<file path="src/rtl/hazard_stall_unit_if.sv">
// hazard_stall_unit_if: hazard-detection inputs and stage-control outputs between pipeline and stall unit
interface hazard_stall_unit_if;
  logic [2:0] id_RegRs;
  logic [2:0] id_RegRt;
  logic       id_UseRs;
  logic       id_UseRt;
  logic [2:0] p2_RegRd;
  logic       p2_RegWren;
  logic       p2_MemRead;
  logic       branch_taken;
  logic       mem_req;
  logic       mem_ready;
  logic       pc_wren;
  logic       p1_wren;
  logic       p1_flush;
  logic       p2_bubble;
  logic       p3_hold;
  modport master (
    output id_RegRs, id_RegRt, id_UseRs, id_UseRt, p2_RegRd, p2_RegWren, p2_MemRead,
           branch_taken, mem_req, mem_ready,
    input  pc_wren, p1_wren, p1_flush, p2_bubble, p3_hold
  );
  modport slave (
    input  id_RegRs, id_RegRt, id_UseRs, id_UseRt, p2_RegRd, p2_RegWren, p2_MemRead,
           branch_taken, mem_req, mem_ready,
    output pc_wren, p1_wren, p1_flush, p2_bubble, p3_hold
  );
endinterface

</file>
<file path="src/rtl/hazard_stall_unit.sv">
// hazard_stall_unit: load-use stall, branch flush and memory-wait hold for the 5-stage pipeline
module hazard_stall_unit #(
  parameter int CNT_W    = 16,
  parameter int MAX_WAIT = 255
) (
  input  logic               clk,
  input  logic               rst_n,
  hazard_stall_unit_if.slave hz,
  output logic [CNT_W-1:0]   stall_cnt,
  output logic               mem_timeout
);
  typedef enum logic {RUN, MEM_WAIT} state_t;
  localparam logic [15:0] MW = 16'(MAX_WAIT);
  state_t           state_q, state_d;
  logic [15:0]      wait_cnt_q, wait_cnt_d;
  logic [CNT_W-1:0] stall_cnt_q, stall_cnt_d;
  logic             mem_timeout_q, mem_timeout_d;
  logic             memstall, luhaz, run_pc, run_bub, run_flush;
  // hazard detection and priority: memory wait beats branch flush beats load-use
  always_comb begin
    memstall  = hz.mem_req & ~hz.mem_ready;
    luhaz     = hz.p2_MemRead & hz.p2_RegWren &
                ((hz.id_UseRs & (hz.p2_RegRd == hz.id_RegRs)) |
                 (hz.id_UseRt & (hz.p2_RegRd == hz.id_RegRt)));
    run_pc    = ~memstall & (hz.branch_taken | ~luhaz);
    run_flush = ~memstall & hz.branch_taken;
    run_bub   = ~memstall & (hz.branch_taken | luhaz);
  end
  // stage controls, forced to a safe bubble while reset is asserted
  always_comb begin
    hz.pc_wren   = rst_n & run_pc;
    hz.p1_wren   = rst_n & run_pc;
    hz.p1_flush  = rst_n & run_flush;
    hz.p2_bubble = ~rst_n | run_bub;
    hz.p3_hold   = rst_n & memstall;
  end
  // next state, saturating wait and stall counters, sticky timeout
  always_comb begin
    state_d       = memstall ? MEM_WAIT : RUN;
    wait_cnt_d    = ~memstall ? 16'd0 :
                    (state_q == RUN) ? 16'd1 :
                    (wait_cnt_q == MW) ? wait_cnt_q : wait_cnt_q + 16'd1;
    mem_timeout_d = mem_timeout_q | (memstall & (wait_cnt_q == MW));
    stall_cnt_d   = (run_pc | (&stall_cnt_q)) ? stall_cnt_q : stall_cnt_q + 1'b1;
  end
  // state registers
  always_ff @(posedge clk or negedge rst_n) begin
    if (!rst_n) begin
      state_q       <= RUN;
      wait_cnt_q    <= '0;
      stall_cnt_q   <= '0;
      mem_timeout_q <= 1'b0;
    end else begin
      state_q       <= state_d;
      wait_cnt_q    <= wait_cnt_d;
      stall_cnt_q   <= stall_cnt_d;
      mem_timeout_q <= mem_timeout_d;
    end
  end
  assign stall_cnt   = stall_cnt_q;
  assign mem_timeout = mem_timeout_q;
endmodule

</file>
<file path="src/flat_wrapper.sv">
// flat-port wrapper written by rule: the top's interface ports become plain ports
module hazard_stall_unit_flat 
#(
  parameter int CNT_W    = 16,
  parameter int MAX_WAIT = 255
)
  (clk, rst_n, stall_cnt, mem_timeout, hz_id_RegRs, hz_id_RegRt, hz_id_UseRs, hz_id_UseRt, hz_p2_RegRd, hz_p2_RegWren, hz_p2_MemRead, hz_branch_taken, hz_mem_req, hz_mem_ready, hz_pc_wren, hz_p1_wren, hz_p1_flush, hz_p2_bubble, hz_p3_hold);
  hazard_stall_unit_if hz_i ();
  input  logic clk;
  input  logic rst_n;
  output logic [CNT_W-1:0] stall_cnt;
  output logic mem_timeout;
  input wire logic [$bits(hz_i.id_RegRs)-1:0] hz_id_RegRs;
  input wire logic [$bits(hz_i.id_RegRt)-1:0] hz_id_RegRt;
  input wire logic [$bits(hz_i.id_UseRs)-1:0] hz_id_UseRs;
  input wire logic [$bits(hz_i.id_UseRt)-1:0] hz_id_UseRt;
  input wire logic [$bits(hz_i.p2_RegRd)-1:0] hz_p2_RegRd;
  input wire logic [$bits(hz_i.p2_RegWren)-1:0] hz_p2_RegWren;
  input wire logic [$bits(hz_i.p2_MemRead)-1:0] hz_p2_MemRead;
  input wire logic [$bits(hz_i.branch_taken)-1:0] hz_branch_taken;
  input wire logic [$bits(hz_i.mem_req)-1:0] hz_mem_req;
  input wire logic [$bits(hz_i.mem_ready)-1:0] hz_mem_ready;
  output wire logic [$bits(hz_i.pc_wren)-1:0] hz_pc_wren;
  output wire logic [$bits(hz_i.p1_wren)-1:0] hz_p1_wren;
  output wire logic [$bits(hz_i.p1_flush)-1:0] hz_p1_flush;
  output wire logic [$bits(hz_i.p2_bubble)-1:0] hz_p2_bubble;
  output wire logic [$bits(hz_i.p3_hold)-1:0] hz_p3_hold;
  assign hz_i.id_RegRs = hz_id_RegRs;
  assign hz_i.id_RegRt = hz_id_RegRt;
  assign hz_i.id_UseRs = hz_id_UseRs;
  assign hz_i.id_UseRt = hz_id_UseRt;
  assign hz_i.p2_RegRd = hz_p2_RegRd;
  assign hz_i.p2_RegWren = hz_p2_RegWren;
  assign hz_i.p2_MemRead = hz_p2_MemRead;
  assign hz_i.branch_taken = hz_branch_taken;
  assign hz_i.mem_req = hz_mem_req;
  assign hz_i.mem_ready = hz_mem_ready;
  assign hz_pc_wren = hz_i.pc_wren;
  assign hz_p1_wren = hz_i.p1_wren;
  assign hz_p1_flush = hz_i.p1_flush;
  assign hz_p2_bubble = hz_i.p2_bubble;
  assign hz_p3_hold = hz_i.p3_hold;
  hazard_stall_unit #(.CNT_W(CNT_W), .MAX_WAIT(MAX_WAIT)) u_core (.clk(clk), .rst_n(rst_n), .hz(hz_i), .stall_cnt(stall_cnt), .mem_timeout(mem_timeout));
endmodule
</file>
<file path="config.mk">
export PLATFORM = sky130hd
export DESIGN_NAME = hazard_stall_unit_flat
export DESIGN_NICKNAME = d
export VERILOG_FILES = /design/src/rtl/hazard_stall_unit_if.sv /design/src/rtl/hazard_stall_unit.sv /design/src/flat_wrapper.sv
export SDC_FILE = /design/constraint.sdc
export NUM_CORES = 1
export LEC_CHECK = 0
export CORE_AREA = 2 2 81 83
export DETAILED_ROUTE_END_ITERATION = 10
export DIE_AREA = 0 0 83 85
export PLACE_DENSITY_LB_ADDON = 0.15
export RECOVER_POWER = 100
export SKIP_CTS_REPAIR_TIMING = 1
export SLEW_MARGIN = 20
export SYNTH_ARGS = -nofsm -noshare
export SYNTH_HDL_FRONTEND = slang
export SYNTH_SLANG_ARGS = --single-unit
</file>
<file path="constraint.sdc">
create_clock -name clk -period 1.6 [get_ports clk]
set_input_delay 0.32 -clock clk [delete_from_list [all_inputs] [get_ports clk]]
set_output_delay 0.32 -clock clk [all_outputs]
set_load 0.005 [all_outputs]
</file>
* Word-level counts from Yosys, hierarchy flattened
Index checks and enable logic that the tools add are counted.
** Cells by class
- Bitwise gates (word level) :: 22
- Eq/ne operators :: 4
- Add/sub/neg operators :: 2
- Reductions and logical operators :: 1
- Muxes and demuxes :: 4
** Operators with widths (count)
- $mux 16 :: 3
- $add 16x1->16 const B :: 2
- $eq 16x8->1 const B :: 1
- $reduce_and 16->1 :: 1
- $and 1x1->1 :: 12
- $eq 3x3->1 :: 2
- $or 1x1->1 :: 6
- $not 1->1 :: 4
- $ne 3x3->1 const B :: 1
- $mux 1 :: 1
** Storage, ports and cells
- Register bits :: 34
- Output and inout port bits :: 22
- Input port bits :: 18

* Logic depth before layout (Yosys ltp)
Gate-level depths: netlist of the first run.
- Word-level depth :: 8
- Mapped depth :: 7
- Mapped depth without buffers :: 7

* Worst setup path before layout of the first run
No wires, ideal clock.
- Path type :: register to register
- Start point :: register u_core.wait_cnt_q[8]
- End point :: register u_core.wait_cnt_q[7]
- Path buffers :: 0
- Stages on the path, launching flop included :: 7
- Data arrival time :: 1.580 ns
- Period minus slack after synthesis :: 1.712 ns
- Required time :: 1.468 ns
- Library setup time :: 0.132 ns
- Slack :: -0.112 ns
- Path through :: dfrtp_1 > or4_4 > nor3_4 > a21oi_2 > nand3_1 > xor2_1 > nor2_1
** Between the ends
- Longest elaborated chain between the ends :: 2
** Ends and longest elaborated chain
- from (decl) :: RTL line hazard_stall_unit.sv:15 : logic [15:0] wait_cnt_q, wait_cnt_d;
- from (signal assigned) :: RTL line hazard_stall_unit.sv:55 : wait_cnt_q <= wait_cnt_d;
- $eq 16x8->1 :: RTL line hazard_stall_unit.sv:42 : (wait_cnt_q == MW) ? wait_cnt_q : wait_cnt_q + 16'd1;
- $ne 3x3->1 (no source line)
Every way passes these cells.
A chain may end at the register's enable or synchronous reset.

* Worst setup path after layout of the first run
- Start point :: register u_core.wait_cnt_q[8]
- End point :: register u_core.wait_cnt_q[3]
Same word-level chain as after synthesis.

==> results of run 1 <==
[cells by family after synthesis]
logic type | share of synthesized area (%)
simple gates | 26.82
buf+inv | 2.101
compound gates | 4.272
mux | 0.6302
fa+ha+maj | 1.400
xor+xnor | 17.16
flops | 47.62
[worst max-delay path by stage]
| stage | end | startpoint | slack, ns | depth (start not counted) |
|---|---|---|---|---|
| after floorplan | u_core.wait_cnt_q[6]$_DFFE_PN0P_ | u_core.wait_cnt_q[13]$_DFFE_PN0P_ | -0.06 | 6 |
| after global placement | hz_p1_wren | hz_p2_RegRd[2] | -0.79 | 6 |
| after detailed placement | hz_p1_wren | hz_p2_RegRd[0] | -0.80 | 6 |
| after CTS | hz_pc_wren | hz_p2_RegRd[2] | -0.81 | 6 |
| after global routing | u_core.wait_cnt_q[7]$_DFFE_PN0P_ | u_core.wait_cnt_q[8]$_DFFE_PN0P_ | -0.28 | 6 |
| final | u_core.wait_cnt_q[3]$_DFFE_PN0P_ | u_core.wait_cnt_q[8]$_DFFE_PN0P_ | -0.14 | 6 |
[cells in the final DEF (no fill, tap or decap), drive strengths merged, types with 2 or more instances in the layout]
cell type	synthesis	final
a21oi	4	4
and2	3	3
and3	11	11
buf	2	52
clkbuf	2	28
clkdlybuf4s25	0	2
clkdlybuf4s50	0	5
dfrtp	34	34
dlymetal6s2s	0	19
ha	2	2
inv	3	3
nand2	11	11
nand3	18	18
nand4	7	7
nor2	16	16
nor3	8	8
o21ai	2	2
or4	2	2
xnor2	23	23
xor2	12	12
[power by group]
part	internal, mW	switching, mW	total [mW]
Clock	0.348	0.327	0.675
Sequential	0.936	0.0500	0.986
Combinational	0.392	0.331	0.723
[per-layer routing]
layer	vias up	track usage (%)	share of wire, %
met5	-	0	0
met4	0	3.875	0.85
met3	5	2.821	2.2
met2	15	22.29	50
met1	762	16.61	47
li1	791	-	-
[cell type report]
cell class | count | area (sq um)
Timing Repair Buffer | 100 | 845.8
Tap cell | 77 | 96.34
Inverter | 3 | 11.26
Fill cell | 587 | 3256
Clock inverter | 1 | 5.005
Sequential cell | 34 | 853.3
Clock buffer | 7 | 86.33
Multi-Input combinational cell | 130 | 1051
[registers in the layout, indices dropped and copies added, names as in the netlist]
name and count:
u_core.stall_cnt 16, u_core.mem_timeout 1, u_core.wait_cnt_q 16, u_core.state_q 1
[per-stage QoR]
step / cells / hold slack [ns]
6_report: 352 / 0.4525
4_1_cts: 339 / -0.1478
3_3_place_gp: 331 / 0.1614
5_1_grt: 352 / 0.4960
3_5_place_dp: 331 / 0.1621
2_1_floorplan: 171 / 0.02441
[synthesized netlist by cell type, drive strengths merged]
library cell and instances:
o21ai 2, nor4 1, or4 2, a2bb2oi 1, ha 2, xor2 12
inv 3, or3 1, and2 3, nand4 7, a211o 1, and3 11
buf 2, clkbuf 2, and4 1, or2 1, nor2 16, nand3b 1
and4bb 1, nand2b 1, nand2 11, xnor2 23, nor3 8, nand3 18
a21oi 4, dfrtp 34, a21boi 1, mux2 1
[worst max-delay path, stage by stage (launching register included)]
cell     delay [ns]
dfrtp_1        0.38
or4_4          0.57
nor3_4         0.27
a21oi_2        0.11
buf_4          0.15
xnor2_2        0.11
nor2_1         0.05
==> summary.md, run 1 <==
| Metric | Value |
|---|---|
| Starting density of the core | `around 29%` |
| Routability cong. | `roughly 0.73` |
| Core Util, Final | `47.53%` |
| Synth top area share | `between 40% and 50%` |
| Total number of yosys warnings | `0` |
| Ranking of synthesized cells by area | `dfrtp_1 (48%), xnor2_1 (11%), xor2_1 (5.9%)` |
| Largest net degree at the start of global routing | `33` |
| Post-Route WL | `approximately 4.5 mm` |
| Reg2Reg Launch Point | `u_core.wait_cnt_q[8]$_DFFE_PN0P_` |
| CTS clock-pin slew for the worst setup and hold paths | `~0.07 ns` |
| Residual DRC | `0` |
| Vias | `roughly 1600` |
| CTS Buf Count | `5` |
| First-pass detailed-route iteration total | `4` |
| Register-to-register path setup slack | `-0.14 ns` |
| Pwr Density | `between 800 and 900 nW/um^2` |
| First-pass GRT wire length | `~7.5 mm` |
| Leak pwr | `roughly 1.5 nW` |
| I/O pins | `40` |
| Global route overflow | `0` |
| Worst Tran Pin Value | `~0.83 ns` |
| Critical path required time | `1.77 ns` |
| Row cnt | `29` |
| CP startpoint kind | `flop` |
| Crit path time final | `approximately 1.7 ns` |
| Nets | `just under 300` |
| Outcome | `finished with violations` |
| Cell variety after synth | `35` |
| CTS Sinks | `34` |
| Clk_lat worst skew | `between 0.2 and 0.3 ns` |
| Worst r2r dst | `u_core.wait_cnt_q[3]$_DFFE_PN0P_` |
| Clock Tree Buf Depth | `2` |
| Setup ws final | `-0.1432 ns` |
| Max Cap Viol | `0` |
| Antenna viol nets, final | `0` |
| Hold Fails Final Rpt | `0` |
| Register area share after synthesis | `a little under half` |
| I/O Buffers | `39` |
| Worst Hold Class | `in -> async` |
| Placement Setup Slack | `-0.8024 ns` |
| Worst-path maximum fanout | `3` |
| All-Layer GR Usage | `a little over an eighth` |
| Initial antenna violation count | `0` |
| Die width | `just over 80 microns` |
| #FFs+latches synth | `34` |
| Share of cells above drive strength 1 | `about 37%` |
| CP arrival | `1.91 ns` |
| Tcrit/Tclk final | `108.9%` |
| Vias in the first global route | `1643` |
| Critical path capture point type | `flop` |
| CTS tree | `built` |
| Post-Route Skew | `0.006243 ns` |
| Slew Limit Fails | `0` |
| WL/cell | `between 10 and 15 microns` |
| Area leader, netlist | `dfrtp_1` |
| Slew headroom | `between 40% and 50%` |
| Worst IR Drop VDD | `roughly 0.76 mV` |
| Mapped Area | `roughly 1800 sq um` |
| Mapped Cells | `171` |
| CORE AREA | `6205 sq um` |
| Placed Area | `around 2600 sq um` |
| Design Area, Final | `around 2900 sq um` |
| Setup TNS | `-2.230 ns` |
| Fmax | `between 500 and 600 MHz` |
| H-tree depth | `2` |
| CTS root buf | `clkbuf_8` |
| Syn Nets | `between 150 and 200` |
| Final setup viols | `28` |
| Die Y | `between 80 and 90 microns` |
| Full die area | `between 7000 and 8000 sq um` |
| Initial DRC Count | `37` |
| R2r worst-path depth | `6` |
| Unrepaired setup endpoints after global routing | `yes` |
| Kind of critical path | `reg -> reg` |
| Area Overhead vs Synth | `65.06%` |
| N_diodes | `0` |
| Detailed Place HPWL | `3.185 mm` |
| Syn Area/Cell | `around 10 sq um` |
| Failing checks | `setup timing` |
| Vias/cell | `about 4.5` |
| Overall power | `around 2.4 mW` |
Power figures use the tool's default switching activity.
==> inputs of run 2 (changes only) <==
--- a/config.mk
+++ b/config.mk
@@ -5,9 +5,10 @@
 export SDC_FILE = /design/constraint.sdc
 export NUM_CORES = 1
 export LEC_CHECK = 0
-export CORE_AREA = 2 2 81 83
+export CORE_AREA = 2 2 70 72
+export CTS_CLUSTER_DIAMETER = 60
 export DETAILED_ROUTE_END_ITERATION = 10
-export DIE_AREA = 0 0 83 85
+export DIE_AREA = 0 0 72 74
 export PLACE_DENSITY_LB_ADDON = 0.15
 export RECOVER_POWER = 100
 export SKIP_CTS_REPAIR_TIMING = 1
==> summary.md, run 2 (synthesized netlist as in run 1, its figures left out) <==
| Metric | Value |
|---|---|
| Outcome | `finished with violations` |
| Failing checks | `setup timing` |
| GR met2 Demand/Resource | `around 31%` |
| I/O Buffers | `39` |
| Reg2Reg Launch Point | `u_core.wait_cnt_q[14]$_DFFE_PN0P_` |
| Routability cong. | `0.8106` |
| CP arrival | `1.55 ns` |
| Worst-path maximum fanout | `2` |
| All-Layer GR Usage | `17.38%` |
| Residual DRC | `0` |
| I/O pins | `40` |
| Vias in the first global route | `approximately 1600` |
| Full die area | `around 5300 sq um` |
| Tcrit/Tclk final | `116.7%` |
| Busiest grt layer | `met2` |
| Leak pwr | `1.489 nW` |
| Detailed Place HPWL | `3.194 mm` |
| DP Cell Count | `between 300 and 400` |
| R2r worst-path depth | `6` |
| Final setup viols | `31` |
| Post-Route Skew | `0.006609 ns` |
| Starting density of the core | `38.86%` |
| CTS root buf | `clkbuf_8` |
| Most common cell after layout, fill and taps aside | `dfrtp_1` |
| CORE AREA | `4598 sq um` |
| Worst IR Drop VDD | `slightly below 0.9 mV` |
| Setup TNS | `-3.969 ns` |
| WL/cell | `around 15 microns` |
| Die width | `between 70 and 80 microns` |
| Overall power | `2.506 mW` |
| Commonest non-fill, non-tap cells in the layout | `dfrtp_1 (34), buf_4 (32), dlymetal6s2s_1 (18)` |
| CTS clock-pin slew for the worst setup and hold paths | `about 0.07 ns` |
| CP startpoint kind | `input pin` |
| Worst Hold Class | `in -> async` |
| Vias/cell | `between 5 and 6` |
| Die Y | `~74 microns` |
| CTS tree | `built` |
| Largest net degree at the start of global routing | `35` |
| Global route overflow | `0` |
| Worst Tran Pin Value | `roughly 0.85 ns` |
| Share of cells above drive strength 1 | `roughly 34%` |
| GR Util met3 | `about 3.7%` |
| Initial DRC Count | `24` |
| Antenna viol nets, final | `0` |
| Row cnt | `25` |
| Critical path capture point type | `output pin` |
| WHS | `0.4691 ns` |
| Register-to-register path setup slack | `-0.15 ns` |
| Setup ws final | `-0.2674 ns` |
| Met1 usage | `19.86%` |
| Clock Tree Buf Depth | `2` |
| Slew Limit Fails | `0` |
| Worst r2r dst | `u_core.wait_cnt_q[7]$_DFFE_PN0P_` |
| First-pass detailed-route iteration total | `4` |
| CTS Buf Count | `5` |
| Crit path time final | `1.867 ns` |
| Unrepaired setup endpoints after global routing | `yes` |
| Area Overhead vs Synth | `61.97%` |
| Finished Layout Cells | `between 300 and 400` |
| Critical path required time | `between 1 and 1.5 ns` |
| Hold Fails Final Rpt | `0` |
| Vias | `~1600` |
| Clk_lat worst skew | `0.29 ns` |
| Kind of critical path | `in -> out` |
| Layout fillers | `between 300 and 400` |
| Post-Route WL | `approximately 4.7 mm` |
| N_diodes | `0` |
| Nets | `approximately 290` |
| Pwr Density | `approximately 870 nW/um^2` |
| CTS Sinks | `34` |
| H-tree depth | `2` |
| Slew headroom | `between 40% and 50%` |
| Max Cap Viol | `0` |
| Fmax | `535.5 MHz` |
| First-pass GRT wire length | `7.127 mm` |
| Initial antenna violation count | `0` |
-- run 2: how the worst max path moves through the flow --
| stage | startpoint | endpoint | slack, ns | cells past startpoint |
|---|---|---|---|---|
| after detailed placement | hz_p2_RegRd[0] | hz_p1_wren | -0.82 | 6 |
| final | hz_p2_RegRd[0] | hz_p1_wren | -0.27 | 7 |
| after floorplan | u_core.wait_cnt_q[13]$_DFFE_PN0P_ | u_core.wait_cnt_q[6]$_DFFE_PN0P_ | -0.06 | 6 |
| after CTS | hz_p2_RegRd[2] | hz_p1_wren | -0.82 | 6 |
| after global placement | hz_p2_RegRd[1] | hz_pc_wren | -0.77 | 6 |
| after global routing | hz_p2_RegRd[0] | hz_pc_wren | -0.31 | 7 |
-- run 2: through the flow --
stage | setup WS, ns | utilization, % | area, sq um
2_1_floorplan | -0.05854 | - | 1812
5_1_grt | -0.3143 | 62.94 | 2894
4_1_cts | -0.8218 | 58.07 | 2670
3_5_place_dp | -0.8171 | 55.76 | 2564
6_report | -0.2674 | 62.94 | 2894
3_3_place_gp | -0.7697 | 55.76 | 2564
-- run 2: metal layers --
metal	vias to the layer above	wire, microns
met5	-	0
met4	0	80
met3	10	108
met2	19	2609
met1	799	1875
li1	780	-
-- run 2: critical path, cell delays in order --
cell	delay (ns)
clkbuf_2	0.12
xnor2_1	0.17
nand4_1	0.18
buf_4	0.18
a211o_1	0.28
and3_4	0.19
buf_6	0.11
-- run 2: area by class of cell --
cell class | instances | area (sq um) | share of cell area, %
multi-input combinational | 130 | 1064 | 36.75
sequential | 34 | 850.8 | 29.40
timing repair buffer | 92 | 794.5 | 27.45
clock buffer | 7 | 76.32 | 2.637
tap | 54 | 67.56 | 2.335
clock inverter | 1 | 30.03 | 1.038
inverter | 3 | 11.26 | 0.3891
-- run 2: power by group --
part / leakage, nW / switching [mW] / internal [mW] / total [mW]
combinational: 0.982 / 0.341 / 0.396 / 0.737
clock: 0.0524 / 0.308 / 0.466 / 0.774
sequential: 0.455 / 0.0587 / 0.937 / 0.996
total: 1.49 / 0.708 / 1.80 / 2.51
